### src/rtl/div32_iter.sv
// div32_iter: iterative signed divider, restoring, one quotient bit per cycle.
// Macro DIV_REMAINDER_EN adds a data_remainder output.
//
// Ports:
//   clock, reset        rising-edge clock, sync active-high reset
//   ctrl_DIV            start pulse; operands sampled on that edge
//   data_operandA/B     dividend / divisor, two's complement
//   data_result         quotient, truncated toward zero
//   data_exception      divide-by-zero or overflow
//   data_resultRDY      one-cycle pulse, result valid
//   busy                high while an operation is in flight
//   data_remainder      (DIV_REMAINDER_EN) remainder, sign of dividend
module div32_iter #(
  parameter int WIDTH = 32
) (
  input  logic             clock,
  input  logic             reset,
  input  logic             ctrl_DIV,
  input  logic [WIDTH-1:0] data_operandA,
  input  logic [WIDTH-1:0] data_operandB,
  output logic [WIDTH-1:0] data_result,
  output logic             data_exception,
  output logic             data_resultRDY,
`ifdef DIV_REMAINDER_EN
  output logic [WIDTH-1:0] data_remainder,
`endif
  output logic             busy
);

  localparam int CW = $clog2(WIDTH);

  typedef enum logic [1:0] {
    IDLE,
    RUN,
    DONE
  } state_t;

  state_t           state;
  logic [CW-1:0]    cnt;
  logic [WIDTH-1:0] dvd;
  logic [WIDTH:0]   rem;
  logic [WIDTH:0]   bmag;
  logic [WIDTH-1:0] q;
  logic             sign_q;
  logic             exc_q;
`ifdef DIV_REMAINDER_EN
  logic             sign_a;
`endif

  logic [WIDTH-1:0] a_mag;
  logic [WIDTH-1:0] b_mag;
  logic             b_zero;
  logic             ovf;
  logic [WIDTH:0]   rem_sh;
  logic             ge;
  logic [WIDTH:0]   rem_nx;

  // -(0x80000000) wraps to itself, read as unsigned 2^31
  always_comb begin
    a_mag  = data_operandA[WIDTH-1] ? -data_operandA
                                    : data_operandA;
    b_mag  = data_operandB[WIDTH-1] ? -data_operandB
                                    : data_operandB;
    b_zero = (data_operandB == '0);
    ovf    = (data_operandA == {1'b1, {(WIDTH-1){1'b0}}})
          && (&data_operandB);
  end

  always_comb begin
    rem_sh = {rem[WIDTH-1:0], dvd[WIDTH-1]};
    ge     = (rem_sh >= bmag);
    rem_nx = ge ? (rem_sh - bmag) : rem_sh;
  end

  always_ff @(posedge clock) begin
    if (reset) begin
      state          <= IDLE;
      cnt            <= '0;
      dvd            <= '0;
      rem            <= '0;
      bmag           <= '0;
      q              <= '0;
      sign_q         <= 1'b0;
      exc_q          <= 1'b0;
      data_result    <= '0;
      data_exception <= 1'b0;
      data_resultRDY <= 1'b0;
      busy           <= 1'b0;
`ifdef DIV_REMAINDER_EN
      sign_a         <= 1'b0;
      data_remainder <= '0;
`endif
    end else begin
      data_resultRDY <= 1'b0;
      unique case (state)
        IDLE: begin
          if (ctrl_DIV) begin
            dvd    <= a_mag;
            bmag   <= {1'b0, b_mag};
            rem    <= '0;
            q      <= '0;
            cnt    <= '0;
            sign_q <= data_operandA[WIDTH-1]
                    ^ data_operandB[WIDTH-1];
            exc_q  <= b_zero | ovf;
`ifdef DIV_REMAINDER_EN
            sign_a <= data_operandA[WIDTH-1];
`endif
            // zero divisor skips the loop; q/rem stay 0
            if (b_zero) begin
              state <= DONE;
            end else begin
              state <= RUN;
              busy  <= 1'b1;
            end
          end
        end
        RUN: begin
          rem <= rem_nx;
          dvd <= dvd << 1;
          q   <= {q[WIDTH-2:0], ge};
          cnt <= cnt + 1'b1;
          if (cnt == CW'(WIDTH - 1)) begin
            state <= DONE;
            busy  <= 1'b0;
          end
        end
        DONE: begin
          data_resultRDY <= 1'b1;
          data_result    <= sign_q ? -q : q;
          data_exception <= exc_q;
`ifdef DIV_REMAINDER_EN
          data_remainder <= sign_a ? -rem[WIDTH-1:0]
                                   : rem[WIDTH-1:0];
`endif
          state <= IDLE;
        end
        default: state <= IDLE;
      endcase
    end
  end

endmodule
### config.mk
export PLATFORM = sky130hd
export DESIGN_NAME = div32_iter
export DESIGN_NICKNAME = d
export VERILOG_FILES = /design/src/rtl/div32_iter.sv
export SDC_FILE = /design/constraint.sdc
export NUM_CORES = 1
export LEC_CHECK = 0
export CAP_MARGIN = 20
export CORE_MARGIN = 3
export CORE_UTILIZATION = 24
export CTS_BUF_LIST = sky130_fd_sc_hd__clkbuf_4
export DETAILED_ROUTE_END_ITERATION = 7
export GPL_TIMING_DRIVEN = 0
export HOLD_SLACK_MARGIN = 0.15
export SLEW_MARGIN = 20
export SYNTH_ARGS = -nofsm -noshare
export SYNTH_HDL_FRONTEND = slang
export SYNTH_SLANG_ARGS = --single-unit
### constraint.sdc
create_clock -name clock -period 3.6 [get_ports clock]
set_input_delay 0.72 -clock clock [delete_from_list [all_inputs] [get_ports clock]]
set_output_delay 0.72 -clock clock [all_outputs]
set_load 0.1 [all_outputs]
After elaboration in Yosys (flattened, before gate mapping)
Index checks and enable logic that the tools add are counted.
Operators by class
  add/subtract/negate cells: 5
  magnitude comparators: 1
  equality and inequality tests: 7
  mux-type cells: 21
  bitwise operators: 2
  reductions and logical operators: 9
Operators with widths (number)
  $mux W32: 7
  $pmux W32 S2: 3
  $neg A32 Y32: 3
  $ge A33 B32 Y1: 1
  $eq A32 B32 Y1 const B: 1
  $logic_not A32 Y1: 1
  $reduce_and A32 Y1: 1
  $sub A32 B32 Y32: 1
  $pmux W5 S2: 1
  $mux W2: 3
  $ne A2 B2 Y1 const B: 3
  $reduce_and A2 Y1: 3
  $add A5 B1 Y5 const B: 1
  $eq A5 B5 Y1 const B: 1
  $mux W5: 1
  $mux W1: 4
  $pmux W2 S2: 1
  $reduce_and A4 Y1: 1
  $eq A2 B1 Y1 const B: 1
  $eq A2 B2 Y1 const B: 1
  $logic_not A2 Y1: 1
  $pmux W1 S2: 1
  $reduce_bool A2 Y1: 1
  $logic_and A1 B1 Y1: 1
  other kinds (2): 2
Storage, ports and cells
  bits in registers: 172
  output and inout port bits: 35

Depth between registers and ports, before layout
Gate-level depths: netlist of the first run.
  depth in word-level cells: 4
  mapped depth: 14

Worst setup path after synthesis of the first run
OpenSTA, ideal clock, no wires.
  kind: input-to-reg
  start point: in data_operandB[2]
  end point: reg bmag[27]
  arrival: 2972 ps
  data required time: 3514 ps
  path slack: 542 ps
  stages: 8
  path through: or4_4 or4_4 nor4_4 nand3_2 or4_4 o41ai_2 xor2_1 a211oi_1
On the way
  word-level cells in the longest chain between the ends: 2
RTL lines
  start: declaration: RTL line 20  | input logic [WIDTH-1:0] data_operandB,
  $neg A32 Y32: RTL line 62  | b_mag = data_operandB[WIDTH-1] ? -data_operandB
  $mux W32: RTL line 62
  end signal: assignment: RTL line 99  | bmag <= {1'b0, b_mag};
  end: declaration: RTL line 42  | logic [WIDTH:0] bmag;
Every way passes these cells.
A chain may end at the register's enable or synchronous reset.

Worst setup path in the final report of the first run
  start point: reg bmag[1]
  end point: reg rem[29]
On the way
  word-level cells in the longest chain between the ends: 3
RTL lines
  $sub A32 B32 Y32 or $ge A33 B32 Y1 (tied branches): RTL line 72, 71
  $mux W32 *: RTL line 72  | rem_nx = ge ? (rem_sh - bmag) : rem_sh;
  $pmux W32 S2 *: RTL line 95  | unique case (state)
  end signal: assignment: RTL line 119  | rem <= rem_nx;
  end: declaration: RTL line 41  | logic [WIDTH:0] rem;
Every way passes the cells marked *; elsewhere a longest branch is shown, timed or not.

==> flow_summary.json, run 1 <==
{
  "fin_crit_ns": 3.42,
  "reg2regPathDepth": 14,
  "yosysSeqAreaShare": 0.346,
  "fmax_mhz": 293,
  "r2r-end": "rem[29]",
  "rsz0062_at_grt": "false",
  "avgViaCountPerCell": 5.01,
  "grt_pass1_vias": 8960,
  "grt-ovfl-total": 0,
  "critical_path_depth": 14,
  "antenna_found_initial": 4,
  "drc": 0,
  "area_delta_synth_final_pct": 19.9,
  "start_util": 0.246,
  "syn_nets": 1316,
  "syn-cell-area_um2": 9950,
  "ys_types": 67,
  "powerDensity_nw_per_um2": 345,
  "p_leak_nw": 4.18,
  "final.setup.tns_ns": 0,
  "cp-end-kind": "flop",
  "clk_pin_slew_ns": 0.14,
  "avgSynthCellArea_um2": 8.22,
  "rrSetupSlack_ns": 0.18,
  "crit_buf_inv": 4,
  "drtIter0Drc": 694,
  "max_stage_delay_ns": 0.41,
  "cpMaxStageDelayCell": "dfxtp_2",
  "io_buffers": 99,
  "worstHoldStart": "data_result[27]",
  "status": "completed",
  "synthCells": 1210,
  "clock_sinks": 172,
  "layout-drive-gt1-share": 0.0484,
  "drt-pass1-iter-count": 6,
  "drv_slew": 0,
  "nets": 1436,
  "insertion_delay_ns": 0.60,
  "grt_pass1_wl_mm": 48.0,
  "timing.final.crit_share": 0.949,
  "holdBufCountCts": 0,
  "h-tree-depth": 4,
  "path_cells": "inv_1 -> ha_1 -> nor2b_1 -> o31a_1 -> o311a_1 -> nor4b_4 -> nor3_2 -> o311ai_4 -> buf_4 -> and2_1 -> buf_2 -> clkbuf_4 -> a32oi_1 -> o31ai_1",
  "ant_nets": 0,
  "cts-root-buf": "clkbuf_4",
  "min_to": "data_result[27]",
  "synthTopCellsByCount": "dfxtp_1 (172), nor2_1 (165), nand2_1 (81)",
  "total_power_w": 0.00412,
  "rows": 73,
  "synth.most_common_cell": "dfxtp_1",
  "cp.arrival_ns": 3.92,
  "synth_flop_cell": "dfxtp_1",
  "cp-start-kind": "flop",
  "ios": 102,
  "holdWs_ns": 0.473,
  "tightest_slew_ns": 1.03,
  "synthTopCellsByArea": "dfxtp_1 (35%), nor2_1 (6.2%), xor2_1 (5.7%)",
  "dr_total_vias": 9366,
  "fin_util": 0.295,
  "hpwlAfterDp_mm": 23.0,
  "synth.top_cell.area_share": 0.346,
  "relSlewSlack": 0.309,
  "grt_start_max_net_pins": 17,
  "hold_class": "flop to flop",
  "critical-path-top-delay-family": "compound AO/OA/AOI/OAI gates",
  "required_ns": 4.11,
  "gp_congestion": 0.897,
  "wl_per_cell_um": 16.0,
  "r2r_start": "bmag[1]",
  "ys_seq_elements": 172,
  "drv_cap": 0,
  "die_x_um": 210,
  "layout.cells.non_filler": 1869,
  "place_inst": 1834,
  "cts_tree": "yes",
  "setup_viol": 0,
  "worstHoldPathCells": 2,
  "max-clock-path-buffers": 2,
  "finalHoldViolCount": 0,
  "peakVddDrop_mv": 0.144,
  "async_flop_share": 0,
  "numCtsBuffers": 17,
  "path_class": "flop to flop",
  "synth_edf_count": 0,
  "cp_max_fo": 10,
  "fp.dieH_um": 210,
  "clock_skew_ns": 0.0288,
  "grtUsageTotal": 0.135,
  "core_area_um2": 40400,
  "yosys.area.top_type": "dfxtp_1",
  "yosys_warnings": 0,
  "wirelength_mm": 29.9,
  "die-area_um2": 43900
}
## logic make-up after synthesis
kind of cell / count (synthesis) / synth area share
buf+inv: 126 / 0.0481
flops: 172 / 0.346
mux: 19 / 0.0192
simple gates: 387 / 0.190
fa+ha+maj: 39 / 0.0498
compound gates: 358 / 0.251
xor+xnor: 109 / 0.0960
## worst max-delay path by stage
stage                          start       end
floorplan           data_operandB[2]  bmag[27]
global placement    data_operandB[2]  state[1]
detailed placement  data_operandB[2]  state[1]
CTS                          bmag[1]   rem[31]
global route                bmag[23]   rem[31]
finish                       bmag[1]   rem[29]
## sequential cells by signal, summed over array words and instances (netlist names)
register,cells
data_result,32
q,32
cnt,5
exc_q,1
data_exception,1
sign_q,1
bmag,32
data_resultRDY,1
state,2
dvd,32
busy,1
rem,32
## power by group
group,switching [W],internal (W),leakage [nW]
registers,0.0000460,0.00198,1.40
clock network,0.000717,0.000419,0.137
logic,0.000577,0.000380,2.64
## timing repair
| action | in CTS | in global routing |
|---|---|---|
| pin swaps | 1 | 0 |
| gates resized for setup | 1 | 10 |
| setup endpoints to repair | 26 | 26 |
| setup buffers | 3 | 0 |
## worst reg2reg max path, cell delays in order, from the launching register on
cell	delay, ns
dfxtp_2	0.41
inv_1	0.06
ha_1	0.28
nor2b_1	0.14
o31a_1	0.28
o311a_1	0.37
nor4b_4	0.35
nor3_2	0.13
o311ai_4	0.31
buf_4	0.17
and2_1	0.11
buf_2	0.25
clkbuf_4	0.27
a32oi_1	0.11
o31ai_1	0.10
## layout by cell type (no fill, tap or decap), types with 21 or more instances in the layout
master,n
clkbuf_4,21
o21ai_0,61
a22oi_1,40
dfxtp_1,171
inv_1,47
nor2_1,165
nand2_1,80
xnor2_1,44
a21oi_1,53
o31ai_1,27
clkdlybuf4s50_1,99
clkbuf_1,63
a211oi_1,65
ha_1,38
xor2_1,65
## metrics by stage
stage	instance area, µm²	setup WS, ns
floorplan	9950	0.542
global route	11900	0.0296
detailed placement	11600	-0.289
global placement	11600	-0.290
CTS	11900	0.0153
finish	11900	0.183
## cell type report
type / instances / area [µm²]
repair buffers: 102 / 1010
clock inverters: 14 / 145
multi-input cells: 912 / 6040
flip-flops and latches: 172 / 3440
well taps: 525 / 657
diodes: 1 / 2.50
clock buffers: 18 / 135
fillers: 4323 / 28400
inverters: 47 / 176
plain buffers: 78 / 308
## layer usage
| layer | vias to the layer above | track usage | share of wire |
|---|---|---|---|
| li1 | 4659 | - | - |
| met1 | 4450 | 0.177 | 0.46 |
| met2 | 207 | 0.224 | 0.47 |
| met3 | 44 | 0.0259 | 0.045 |
| met4 | 6 | 0.0425 | 0.024 |
| met5 | - | 0 | 0.0013 |
No activity file was read; power rests on OpenSTA's default activity.
==> inputs of run 2 (changes only) <==
- CAP_MARGIN: 20 -> not set
- CTS_BUF_LIST: sky130_fd_sc_hd__clkbuf_4 -> not set
==> run 2 against run 1 <==
Worst hold slack got worse by 0.010 ns. Routed wire length increased by 0.40%. Die area unchanged. Clock-buffer cell count increased by 2. Maximum frequency about the same. Critical endpoint unchanged. Largest cell class unchanged. Highest routed layer unchanged.
==> flow_summary.json, run 2 (synthesis gave the netlist of run 1 again) <==
{
  "status": "completed",
  "numCtsBuffers": 17,
  "layout_common_cells": "dfxtp_1 (172), nor2_1 (164), clkdlybuf4s50_1 (99)",
  "crit_top_cell": "clkbuf_4",
  "insertion_delay_ns": 0.44,
  "tightest_slew_ns": 1.03,
  "drt-pass1-iter-count": 6,
  "drv_cap": 0,
  "grt-ovfl-total": 0,
  "core_area_um2": 40400,
  "hold_class": "flop to flop",
  "holdWs_ns": 0.462,
  "clock_sinks": 172,
  "avgViaCountPerCell": 5.04,
  "drv_slew": 0,
  "cts_tree": "yes",
  "max-clock-path-buffers": 2,
  "clock_skew_ns": 0.0102,
  "drtIter0Drc": 768,
  "wl_per_cell_um": 16.1,
  "io_buffers": 99,
  "antenna_found_initial": 3,
  "timing.final.crit_share": 0.950,
  "relSlewSlack": 0.309,
  "rows": 73,
  "max_stage_delay_ns": 0.44,
  "cp_max_fo": 10,
  "cpMaxStageDelayCell": "dfxtp_1",
  "layout.cells.non_filler": 1868,
  "cts-root-buf": "clkbuf_16",
  "nets": 1436,
  "fp.dieH_um": 210,
  "cp.arrival_ns": 3.77,
  "place_inst": 1834,
  "rsz0062_at_grt": "false",
  "p_leak_nw": 4.33,
  "fin_crit_ns": 3.42,
  "area_delta_synth_final_pct": 23.2,
  "clk_pin_slew_ns": 0.06,
  "ios": 102,
  "die_x_um": 210,
  "grt_start_max_net_pins": 17,
  "wirelength_mm": 30.0,
  "hpwlAfterDp_mm": 23.0,
  "mostFrequentLayoutCell": "dfxtp_1",
  "cp-start-kind": "flop",
  "grtUsageTotal": 0.136,
  "setup_viol": 0,
  "rrSetupSlack_ns": 0.18,
  "grt_pass1_wl_mm": 48.4,
  "die-area_um2": 43900,
  "cp-end-kind": "flop",
  "peakVddDrop_mv": 0.301,
  "drc": 0,
  "dr_total_vias": 9415,
  "ant_nets": 0,
  "gp_congestion": 0.897,
  "powerDensity_nw_per_um2": 396,
  "path_class": "flop to flop",
  "path_cells": "inv_1 -> ha_1 -> nor2b_1 -> o31a_1 -> o311a_1 -> nor4b_4 -> nor3_1 -> o311ai_4 -> buf_4 -> and2_1 -> clkbuf_4 -> clkbuf_4 -> a32oi_1 -> o31ai_1",
  "finalHoldViolCount": 0,
  "diodes": 0,
  "h-tree-depth": 4,
  "fmax_mhz": 292,
  "grt_pass1_vias": 9011,
  "start_util": 0.246,
  "layout-drive-gt1-share": 0.0499,
  "required_ns": 3.95
}
-- run 2: cell count changes in the layout (fill, tap and decap cells not counted), sizes merged --
cell	before	now
clkbuf	85	88
buf	14	13
clkinv	4	2
diode	1	0
-- run 2: final timing paths --
path / startpoint / to / cells after the start
max: bmag[1] / rem[29] / 14
min: data_result[27] / data_result[27] / 2
max reg2reg: bmag[1] / rem[29] / 14
min reg2reg: data_result[27] / data_result[27] / 2
-- run 2: critical path, delay by kind of cell (launching register included) --
kind                     cells  cell delay, ns
flip-flops                   1            0.44
buffers and inverters        4            0.68
AND/OR/NAND/NOR              4            0.74
adder cells (fa/ha/maj)      1            0.28
AO/OA/AOI/OAI                5            1.18
-- run 2: where the power goes --
group / switching, W / internal, W
Sequential: 0.0000458 / 0.00198
Clock: 0.000803 / 0.00106
Combinational: 0.000578 / 0.000382
-- run 2: what timing repair did --
item,in CTS,in global routing
hold buffers,0,0
setup endpoints to repair,26,28
buffers inserted,3,0
pin swaps,1,0
gates resized for setup,1,13
-- run 2: layout make-up --
| type | instances | area, µm² |
|---|---|---|
| well taps | 525 | 657 |
| clock buffers | 20 | 457 |
| plain buffers | 78 | 310 |
| flip-flops and latches | 172 | 3440 |
| clock inverters | 12 | 138 |
| repair buffers | 102 | 1010 |
| multi-input cells | 912 | 6060 |
| fillers | 4293 | 28100 |
| inverters | 47 | 176 |
-- run 2: routing by layer --
layer  vias up  part of all wire  routed length [µm]  track usage
li1       4664                 -                   -            -
met1      4477              0.46               13700        0.178
met2       216              0.47               14100        0.224
met3        52             0.048                1440       0.0251
met4         6             0.026                 793       0.0473
met5         -            0.0012                  35            0
-- run 2: through the flow --
step	total power [W]	worst slack, ns	utilization	cell area [µm²]	TNS, ns
2_1_floorplan	0.00268	0.542	-	9950	0
3_3_place_gp	0.00299	-0.290	0.287	11600	-4.09
3_5_place_dp	0.00300	-0.289	0.287	11600	-5.29
4_1_cts	0.00488	0.0276	0.303	12200	0
5_1_grt	0.00508	0.0126	0.303	12300	0
6_report	0.00485	0.181	0.303	12300	0
==> inputs of run 3 (changes only) <==
- CORE_UTILIZATION: 24 -> 35
- CTS_CLUSTER_DIAMETER: not set -> 50
==> run 3 against run 2 <==
Setup slack got worse by 0.013 ns. Maximum frequency shrank 0.38%. Critical path depth fell by 4. Clock-buffer cell count is 3 lower. Clock power shrank 5%. Die area down 31%. Clock skew up 0.0050 ns. First-iteration DRC count increased by 3.6%.
==> flow_summary.json, run 3 (synthesis gave the netlist of run 1 again) <==
{
  "tightest_slew_ns": 0.995,
  "grt-ovfl-total": 0,
  "multiInputGateArea_um2": 6040,
  "fmax_mhz": 291,
  "clk_pin_slew_ns": 0.07,
  "h-tree-depth": 4,
  "io_buffers": 99,
  "rows": 61,
  "dr_total_vias": 9324,
  "wirelength_mm": 28.8,
  "cp-start-kind": "primary input",
  "p_leak_nw": 4.32,
  "fill_cells": 2851,
  "die-area_um2": 30500,
  "rrSetupSlack_ns": 0.19,
  "area_delta_synth_final_pct": 20.6,
  "r2r-end": "rem[31]",
  "antenna_found_initial": 0,
  "clock_skew_ns": 0.0152,
  "drt-pass1-iter-count": 5,
  "layout.cells.non_filler": 1719,
  "powerDensity_nw_per_um2": 395,
  "drv_slew": 0,
  "path_class": "primary input to flop",
  "layout-drive-gt1-share": 0.0477,
  "endpoint": "state[1]",
  "holdWs_ns": 0.454,
  "grtUsageTotal": 0.187,
  "setup_ws_ns": 0.168,
  "drv_cap": 0,
  "core_area_um2": 27900,
  "status": "completed",
  "place_inst": 1687,
  "max_stage_delay_ns": 0.57,
  "mostFrequentLayoutCell": "dfxtp_1",
  "timing.final.crit_share": 0.953,
  "fp.dieH_um": 175,
  "finalHoldViolCount": 0,
  "gp_congestion": 0.863,
  "die_x_um": 175,
  "ios": 102,
  "max-clock-path-buffers": 2,
  "drc": 0,
  "avgViaCountPerCell": 5.42,
  "peakVddDrop_mv": 0.343,
  "cp.arrival_ns": 3.79,
  "grt_pass1_vias": 8787,
  "startpoint": "data_operandB[3]",
  "layout_common_cells": "dfxtp_1 (172), nor2_1 (165), clkdlybuf4s50_1 (98)",
  "diodes": 0,
  "grt_pass1_wl_mm": 46.5,
  "ant_nets": 0,
  "grt_start_max_net_pins": 18,
  "path_cells": "clkdlybuf4s50_1 -> or4_4 -> nor3b_4 -> nand4_1 -> or4_1 -> nand2b_1 -> or3_4 -> nor3b_2 -> a21oi_1 -> nor3_2",
  "nets": 1435,
  "setup_viol": 0,
  "hold_class": "flop to flop",
  "cp-end-kind": "flop",
  "relSlewSlack": 0.335,
  "cp_max_fo": 5,
  "clock_sinks": 172,
  "dp_slack_ns": -0.328,
  "fin_crit_ns": 3.43,
  "numCtsBuffers": 17,
  "required_ns": 3.96,
  "cts_tree": "yes",
  "fin_util": 0.430,
  "drtIter0Drc": 796,
  "wl_per_cell_um": 16.7,
  "ff_latch_area_um2": 3440,
  "cts-root-buf": "clkbuf_16",
  "hpwlAfterDp_mm": 22.2,
  "reg2regPathDepth": 13,
  "insertion_delay_ns": 0.44,
  "final.setup.tns_ns": 0,
  "r2r_start": "bmag[1]",
  "cpMaxStageDelayCell": "or4_4",
  "rsz0062_at_grt": "false",
  "start_util": 0.356
}
[run 3: changes by cell type in the layout (fill, tap and decap cells not counted), sizes merged]
| cell | previous run | this run |
|---|---|---|
| buf | 13 | 15 |
| bufinv | 2 | 0 |
| clkbuf | 88 | 82 |
| clkdlybuf4s50 | 99 | 98 |
| clkinvlp | 5 | 0 |
| dlymetal6s2s | 0 | 1 |
| inv | 50 | 59 |
[run 3: worst min path at each step]
stage,start,to,cells after the start
global placement,exc_q,data_exception,2
floorplan,exc_q,data_exception,2
finish,exc_q,data_exception,2
CTS,exc_q,data_exception,2
global route,bmag[0],bmag[0],2
detailed placement,exc_q,data_exception,2
[run 3: power by group]
| group | internal (W) | leakage [nW] | switching (W) | total, W |
|---|---|---|---|---|
| Combinational | 0.000379 | 2.64 | 0.000566 | 0.000945 |
| Sequential | 0.00198 | 1.40 | 0.0000450 | 0.00202 |
| Clock | 0.000912 | 0.276 | 0.000867 | 0.00178 |
[run 3: layout make-up]
cell class,count,area share
clock buffer,17,0.0354
buffer,77,0.0252
inverter,47,0.0147
timing repair buffer,102,0.0847
clock inverter,14,0.0102
sequential,172,0.287
multi-input combinational,912,0.503
tap,378,0.0394
[run 3: timing repair]
action	4_1_cts	5_1_grt
pin swaps	1	1
resized for setup	1	9
buffers inserted	2	1
hold buffers	0	0
endpoints found under the setup margin	21	29
[run 3: stage by stage]
step | power [W] | area, µm²
6_report | 0.00474 | 12000
5_1_grt | 0.00495 | 12000
4_1_cts | 0.00477 | 12000
3_5_place_dp | 0.00300 | 11400
3_3_place_gp | 0.00299 | 11400
2_1_floorplan | 0.00268 | 9950
[run 3: metal layers]
metal / vias up / part of all wire / GRT usage / wire length, µm
met1: 4426 / 0.47 / 0.255 / 13600
met4: 0 / 0.017 / 0.0559 / 497
li1: 4660 / - / - / -
met2: 205 / 0.47 / 0.312 / 13500
met5: - / 0 / 0 / 0
met3: 33 / 0.039 / 0.0206 / 1130
[run 3: worst max-delay path: cells and delay by family]
kind	cells	cell delay [ns]
buf+inv	1	0.51
simple gates	8	2.49
compound gates	1	0.07
